[src/rtl/pipe_pkg.sv]
// rtl/pipe_pkg.sv - shared constants and helpers for the pipeline register chain
package pipe_pkg;

  localparam int PIPE_RIGID   = 0;
  localparam int PIPE_ELASTIC = 1;
  localparam int MAX_STAGES   = 8;

  function automatic logic [3:0] popcount(input logic [MAX_STAGES-1:0] v);
    logic [3:0] c;
    c = '0;
    for (int i = 0; i < MAX_STAGES; i++) c = c + {3'b000, v[i]};
    return c;
  endfunction

endpackage

[src/rtl/pipe_slot.sv]
// rtl/pipe_slot.sv - one valid+data pipeline register with load, kill and hold
module pipe_slot #(
  parameter int N = 32
) (
  input  logic         clk,
  input  logic         reset,
  input  logic         load,
  input  logic         kill,
  input  logic         hold,
  input  logic [N-1:0] load_data,
  output logic         valid,
  output logic [N-1:0] data
);

  // A load always wins over kill: kill targets only the current occupant.
  always_ff @(posedge clk or posedge reset) begin
    if (reset) begin
      valid <= 1'b0;
      data  <= '0;
    end else begin
      valid <= load | (hold & valid & ~kill);
      if (load) data <= load_data;
    end
  end

endmodule

[src/rtl/pipe_stage_chain.sv]
// rtl/pipe_stage_chain.sv - parametrised ready/valid pipeline register chain
module pipe_stage_chain
  import pipe_pkg::*;
#(
  parameter  int N      = 32,
  parameter  int STAGES = 2,
  parameter  int MODE   = PIPE_RIGID,
  localparam int CW     = $clog2(STAGES + 1)
) (
  input  logic              clk,
  input  logic              reset,
  input  logic [STAGES-1:0] flush,
  input  logic              in_valid,
  output logic              in_ready,
  input  logic [N-1:0]      in_data,
  output logic              out_valid,
  input  logic              out_ready,
  output logic [N-1:0]      out_data,
  output logic [CW-1:0]     count
);

  logic [STAGES-1:0] valid;
  logic [STAGES-1:0] live;
  logic [STAGES-1:0] load;
  logic [STAGES-1:0] hold;
  logic [STAGES-1:0] src_live;
  logic [N-1:0]      data     [STAGES];
  logic [N-1:0]      src_data [STAGES];

  assign live = valid & ~flush;

  always_comb begin
    src_live    = '0;
    src_live[0] = in_valid;
    src_data[0] = in_data;
    for (int i = 1; i < STAGES; i++) begin
      src_live[i] = live[i-1];
      src_data[i] = data[i-1];
    end
  end

  generate
    if (MODE == PIPE_ELASTIC) begin : g_elastic
      logic [STAGES-1:0] acc;
      logic [STAGES-1:0] move;

      // Accept chain ripples from the output end back to slot 0.
      always_comb begin
        acc  = '0;
        move = '0;
        move[STAGES-1] = live[STAGES-1] & out_ready;
        acc[STAGES-1]  = ~live[STAGES-1] | out_ready;
        for (int i = STAGES - 2; i >= 0; i--) begin
          move[i] = live[i] & acc[i+1];
          acc[i]  = ~live[i] | move[i];
        end
      end

      assign load     = src_live & acc;
      assign hold     = ~move;
      assign in_ready = acc[0];
    end else begin : g_rigid
      logic en;

      assign en       = ~live[STAGES-1] | out_ready;
      assign load     = src_live & {STAGES{en}};
      assign hold     = {STAGES{~en}};
      assign in_ready = en;
    end
  endgenerate

  for (genvar g = 0; g < STAGES; g++) begin : g_slot
    pipe_slot #(.N(N)) u_slot (
      .clk       (clk),
      .reset     (reset),
      .load      (load[g]),
      .kill      (flush[g]),
      .hold      (hold[g]),
      .load_data (src_data[g]),
      .valid     (valid[g]),
      .data      (data[g])
    );
  end

  assign out_valid = live[STAGES-1];
  assign out_data  = data[STAGES-1];

  logic       in_fire;
  logic       out_fire;
  logic [3:0] killed;

  assign in_fire  = in_valid & in_ready;
  assign out_fire = out_valid & out_ready;
  assign killed   = popcount(MAX_STAGES'(valid & flush));

  always_ff @(posedge clk or posedge reset) begin
    if (reset) count <= '0;
    else       count <= count + CW'(in_fire) - CW'(out_fire) - CW'(killed);
  end

endmodule

[config.mk]
export PLATFORM = sky130hd
export DESIGN_NAME = pipe_stage_chain
export DESIGN_NICKNAME = d
export VERILOG_FILES = /design/src/rtl/pipe_pkg.sv /design/src/rtl/pipe_slot.sv /design/src/rtl/pipe_stage_chain.sv
export SDC_FILE = /design/constraint.sdc
export NUM_CORES = 1
export LEC_CHECK = 0
export ABC_AREA = 1
export CORE_MARGIN = 4
export CORE_UTILIZATION = 55
export CTS_BUF_LIST = sky130_fd_sc_hd__clkbuf_4
export DETAILED_ROUTE_END_ITERATION = 16
export GPL_ROUTABILITY_DRIVEN = 0
export GPL_TIMING_DRIVEN = 0
export PLACE_DENSITY = 0.95
export SYNTH_ARGS = -nofsm -noshare
export SYNTH_HDL_FRONTEND = slang
export SYNTH_SLANG_ARGS = --single-unit
[constraint.sdc]
create_clock -name clk -period 4.4 [get_ports clk]
set_input_delay 0.88 -clock clk [delete_from_list [all_inputs] [get_ports clk]]
set_output_delay 0.88 -clock clk [all_outputs]
set_load 0.005 [all_outputs]
# ---- After elaboration in Yosys (flattened, before gate mapping)
# Cells that the tools add are included.
dict set report word_totals {
  ff_bits 68
  inputBits 38
  output_inout_bits 36
  word_cells 32
}
dict set report classes {
  add_sub_neg 10
  bitwise_logic 17
}
# cell n
set op_table {}
lappend op_table {{adder 2 x 1 -> 2 bit (second input constant)} 6}
lappend op_table {{AND 1 bit} 6}
lappend op_table {{AND 2 bit} 3}
lappend op_table {{inverter 1 bit} 4}
lappend op_table {{bitwise OR 1 bit} 3}
lappend op_table {{adder 1 x 1 -> 2 bit} 1}
lappend op_table {{adder 2 x 1 -> 2 bit} 1}
lappend op_table {{inverter 2 bit} 1}
lappend op_table {{subtractor 2 x 1 -> 2 bit} 1}
lappend op_table {{subtractor 2 bit} 1}

# ---- Longest topological paths before layout
dict set report depth {
  word_depth 9
  ltp_mapped 12
}

# ---- Cells and area by module
# A second synthesis with hierarchy kept.
dict set report unflattened {
  cells_unflattened 317
  hier_area_um2 2892.8
}
# mod instances cells_per_inst area_each_um2 seq_area_each_um2
set by_module_without_submodules {}
lappend by_module_without_submodules {pipe_slot 2 141 1331.3 825.8}
lappend by_module_without_submodules {pipe_stage_chain 1 35 230.2 50.0}

# ---- Worst setup path after synthesis
# Ideal clock, no wire load.
dict set report synth_timing {
  path_kind {input-to-reg}
  start {input port flush[1]}
  end {register count[1]}
  arrival_ps 2235
  required_time_ps 4284
  slack_ps 2049
  stages 12
  path_cell_list {nand2_1 -> inv_1 -> ha_1 -> fa_1 -> inv_1 -> ha_1 -> inv_1 -> nand2_1 -> nand2_1 -> inv_1 -> nand2_1 -> nand2_1}
}
dict set report synth_via {
  elab_chain_cells 9
  word_cells_on_any_way 17
}
# element line_no
set synth_rtl {}
lappend synth_rtl {{from (decl)} pipe_stage_chain.sv:12} ;# input logic [STAGES-1:0] flush,
lappend synth_rtl {{AND 2 bit} pipe_stage_chain.sv:94} ;# assign killed = popcount(MAX_STAGES'(valid & flush));
lappend synth_rtl {{adder 1 x 1 -> 2 bit} pipe_pkg.sv:11} ;# for (int i = 0; i < MAX_STAGES; i++) c = c + {3'b000, v[i]};
lappend synth_rtl {{adder 2 x 1 -> 2 bit (6 in series)} pipe_pkg.sv:11}
lappend synth_rtl {{subtractor 2 bit (*)} pipe_stage_chain.sv:98} ;# else count <= count + CW'(in_fire) - CW'(out_fire) - CW'(killed);
lappend synth_rtl {{to (signal assigned)} pipe_stage_chain.sv:98}
lappend synth_rtl {{to (decl)} pipe_stage_chain.sv:19} ;# output logic [CW-1:0] count
# Every way passes the cells marked *; elsewhere a longest branch is shown, timed or not.
# A chain may end at the register's enable or synchronous reset.

# ---- Worst setup path in the final report
dict set report layout_timing {
  start {input port flush[1]}
  end {output port in_ready}
}
dict set report layout_via {
  elab_chain_cells 4
}
# element line_no
set layout_rtl {}
lappend layout_rtl {{inverter 2 bit} pipe_stage_chain.sv:30} ;# assign live = valid & ~flush;
lappend layout_rtl {{AND 2 bit} pipe_stage_chain.sv:30}
lappend layout_rtl {{inverter 1 bit} pipe_stage_chain.sv:65} ;# assign en = ~live[STAGES-1] | out_ready;
lappend layout_rtl {{bitwise OR 1 bit} pipe_stage_chain.sv:65}
lappend layout_rtl {{to (decl)} pipe_stage_chain.sv:14} ;# output logic in_ready,
# No other way between the ends.

==> flow_metrics.tcl <==
set metrics [dict create \
    syn_avg_cell_area_um2 8.87 \
    yosysTopAreaCell "dfrtp_1" \
    vias 2555 \
    crit_slowest_cell "clkdlybuf4s50_1" \
    place_hpwl_mm 5.05 \
    clock_latency_ns 0.40 \
    antenna_cells 0 \
    drt_pre_antenna_iters 4 \
    post_cts_buffers 0 \
    setup_violations 0 \
    portBuffers 72 \
    worstPathRequired_ns 3.52 \
    worst-path-buf-inv 4 \
    fmax_mhz 306 \
    async_flop_share 1.00 \
    ys_seq_elements 68 \
    cts_tree "yes" \
    status "finished, final reports clean" \
    rsz0062_at_grt "no" \
    nets 472 \
    io_pins 74 \
    grt_max_degree 40 \
    placed_cells 490 \
    path_depth 5 \
    cts_made_buffers 9 \
    ant_nets 0 \
    critPathMaxStageDelay_ns 0.54 \
    holdWs_ns 0.483 \
    yosysTopAreaCellShare 0.553 \
    final_hold_viol_count 0 \
    synth_ff_type "dfrtp_1" \
    core_um2 5270 \
    final_cells 506 \
    grtUsageTotal 0.222 \
    combPwrFrac 0.266 \
    synth.most_common_cell "nand2_1" \
    hold_path_class "reg2reg" \
    cp-start-kind "input port" \
    antenna_found_initial 0 \
    holdPathStages 2 \
    drtIter0Drc 154 \
    drive_gt1_frac 0.163 \
    cp_common_cell "clkdlybuf4s50_1" \
    maxSlewViolCount 0 \
    synth_xor_area_frac 0.00569 \
    synth.area.top_cells "dfrtp_1 55%, nand2_1 17%, nand3_1 11%" \
    p_per_area_nw_per_um2 410 \
    post-route-min-period_ns 3.26 \
    path_cells "clkdlybuf4s50_1 -> inv_2 -> nand3_2 -> buf_2 -> clkdlybuf4s50_1" \
    cts.reportedPaths.clkPinSlew_ns 0.10 \
    clk_path_buf_depth 2 \
    cts_resized 0 \
    synth_fa_ha_area_frac 0.0146 \
    grt_pass1_vias 2604 \
    initial_utilization 0.584 \
    cts.sinks 68 \
    switching_share 0.265 \
    path_class "in2out" \
    p_sw_mw 0.441 \
    dieArea_um2 6860 \
    synth_cells 347 \
    tightestPinTransition_ns 0.789 \
    final_core_util 0.771 \
    synth-compound-area-share 0 \
    skew_ns 0.00886 \
    synth-edff-count 0 \
    yosysSeqAreaShare 0.553 \
    synth.distinct_cells 19 \
    cp_max_fo 10 \
    drt-total-wl_mm 6.98 \
    hold_buffers 0 \
    yosys_warnings 0 \
    yosys.area_share.simple 0.288 \
    viasPerCell 5.05 \
    ir_worst_vdd_uv 265 \
    p_seq_frac 0.468 \
    cap_violations 0 \
    die_h_um 82.8 \
    grt_pass1_wl_mm 12.0 \
    power_leakage_nw 2.15 \
    syn_area_um2 3080 \
    row_count 26 \
    period_share 0.742 \
    synth_top_family_by_area "simple AND/OR/NAND/NOR gates" \
    cts_root_buf "clkbuf_4" \
    setup_tns_ns 0 \
    rr_worst_depth 12 \
    relSlewSlack 0.473 \
    synth_mux_area_frac 0 \
    area_growth_pct 31.9 \
    cts_htree_levels 3 \
    overflow 0 \
    cp_top_family "buffers and inverters" \
    worstPathArrival_ns 2.38 \
    synthTopCellsByCount "138 x nand2_1, 68 x dfrtp_1, 65 x nand3_1" \
    wl_per_cell_um 13.8 \
    synth_nets 388 \
    drc_errors 0 \
    critPathCaptureType "output port" \
    dieWidth_um 82.8 \
    pwr-share-clk 0.266 \
    internal-power_mw 1.22 \
]
[power groups by stage]
stage | clock [mW] | sequential [mW] | combinational (mW)
2_1_floorplan | 0 | 0.775 | 0.240
5_1_grt | 0.488 | 0.790 | 0.493
3_5_place_dp | 0 | 0.789 | 0.447
3_3_place_gp | 0 | 0.784 | 0.425
6_report | 0.443 | 0.779 | 0.443
4_1_cts | 0.453 | 0.778 | 0.451
[final timing paths]
check,start,to,slack (ns)
setup / recovery,flush[1],in_ready,1.14
hold / removal,g_slot[1].u_slot.data[11],g_slot[1].u_slot.data[11],0.48
setup reg to reg,g_slot[1].u_slot.valid,count[1],2.40
hold reg to reg,g_slot[1].u_slot.data[11],g_slot[1].u_slot.data[11],0.48
max in group asynchronous,reset,g_slot[1].u_slot.data[6],2.82
min in group asynchronous,reset,g_slot[1].u_slot.data[19],0.95
[final cells by class]
class | instances | area [um2]
Buffer | 52 | 380
Multi-Input combinational cell | 214 | 948
Clock inverter | 6 | 78.8
Timing Repair Buffer | 73 | 741
Clock buffer | 10 | 75.1
Sequential cell | 68 | 1700
Inverter | 13 | 48.8
Tap cell | 70 | 87.6
Fill cell | 383 | 1210
[logic make-up (layout without fill, tap and decap cells)]
kind of cell               count (synthesis)  count (layout)
and+or+nand+nor                          209             209
DFF                                       68              68
buffers and inverters                     65             154
adders and majority gates                  3               3
xor gates and xnor gates                   2               2
[placed cells by master, fill, tap and decap left out, types with 2 or more instances in the layout]
cell type        instances
nand2_1                138
clkdlybuf4s50_1         72
dfrtp_1                 68
nand3_1                 65
buf_4                   37
inv_1                   11
clkbuf_4                10
buf_2                    7
buf_6                    5
clkinv_2                 3
inv_2                    2
nand2_2                  2
buf_1                    2
ha_1                     2
bufinv_16                2
[worst register-to-register path, cell delays in order (launching register included)]
cell     delay, ns
dfrtp_1       0.42
nand2_1       0.08
inv_1         0.05
ha_1          0.30
fa_1          0.51
inv_1         0.04
ha_1          0.18
inv_1         0.06
nand2_1       0.04
nand2_1       0.08
inv_1         0.04
nand2_1       0.05
nand2_1       0.04
[through the flow]
| stage | worst slack (ns) | instance area, um2 | total power [mW] |
|---|---|---|---|
| 2_1_floorplan | 1.81 | 3080 | 1.01 |
| 3_5_place_dp | 1.16 | 3910 | 1.24 |
| 6_report | 1.14 | 4060 | 1.66 |
| 4_1_cts | 1.13 | 4060 | 1.68 |
| 3_3_place_gp | 0.850 | 3890 | 1.21 |
| 5_1_grt | 1.07 | 4060 | 1.77 |
[per-layer routing]
| metal | GRT usage | share of wire | vias to the layer above |
|---|---|---|---|
| met2 | 0.383 | 0.53 | 89 |
| met4 | 0.103 | 0.027 | 0 |
| li1 | - | - | 1229 |
| met1 | 0.263 | 0.39 | 1221 |
| met5 | 0 | 0 | - |
| met3 | 0.0515 | 0.056 | 16 |
[sequential cells by signal (all words and copies together) (netlist names)]
name / cells
g_slot.u_slot.data: 64
count: 2
g_slot.u_slot.valid: 2
Note: power is estimated with default switching activity, not from simulation.
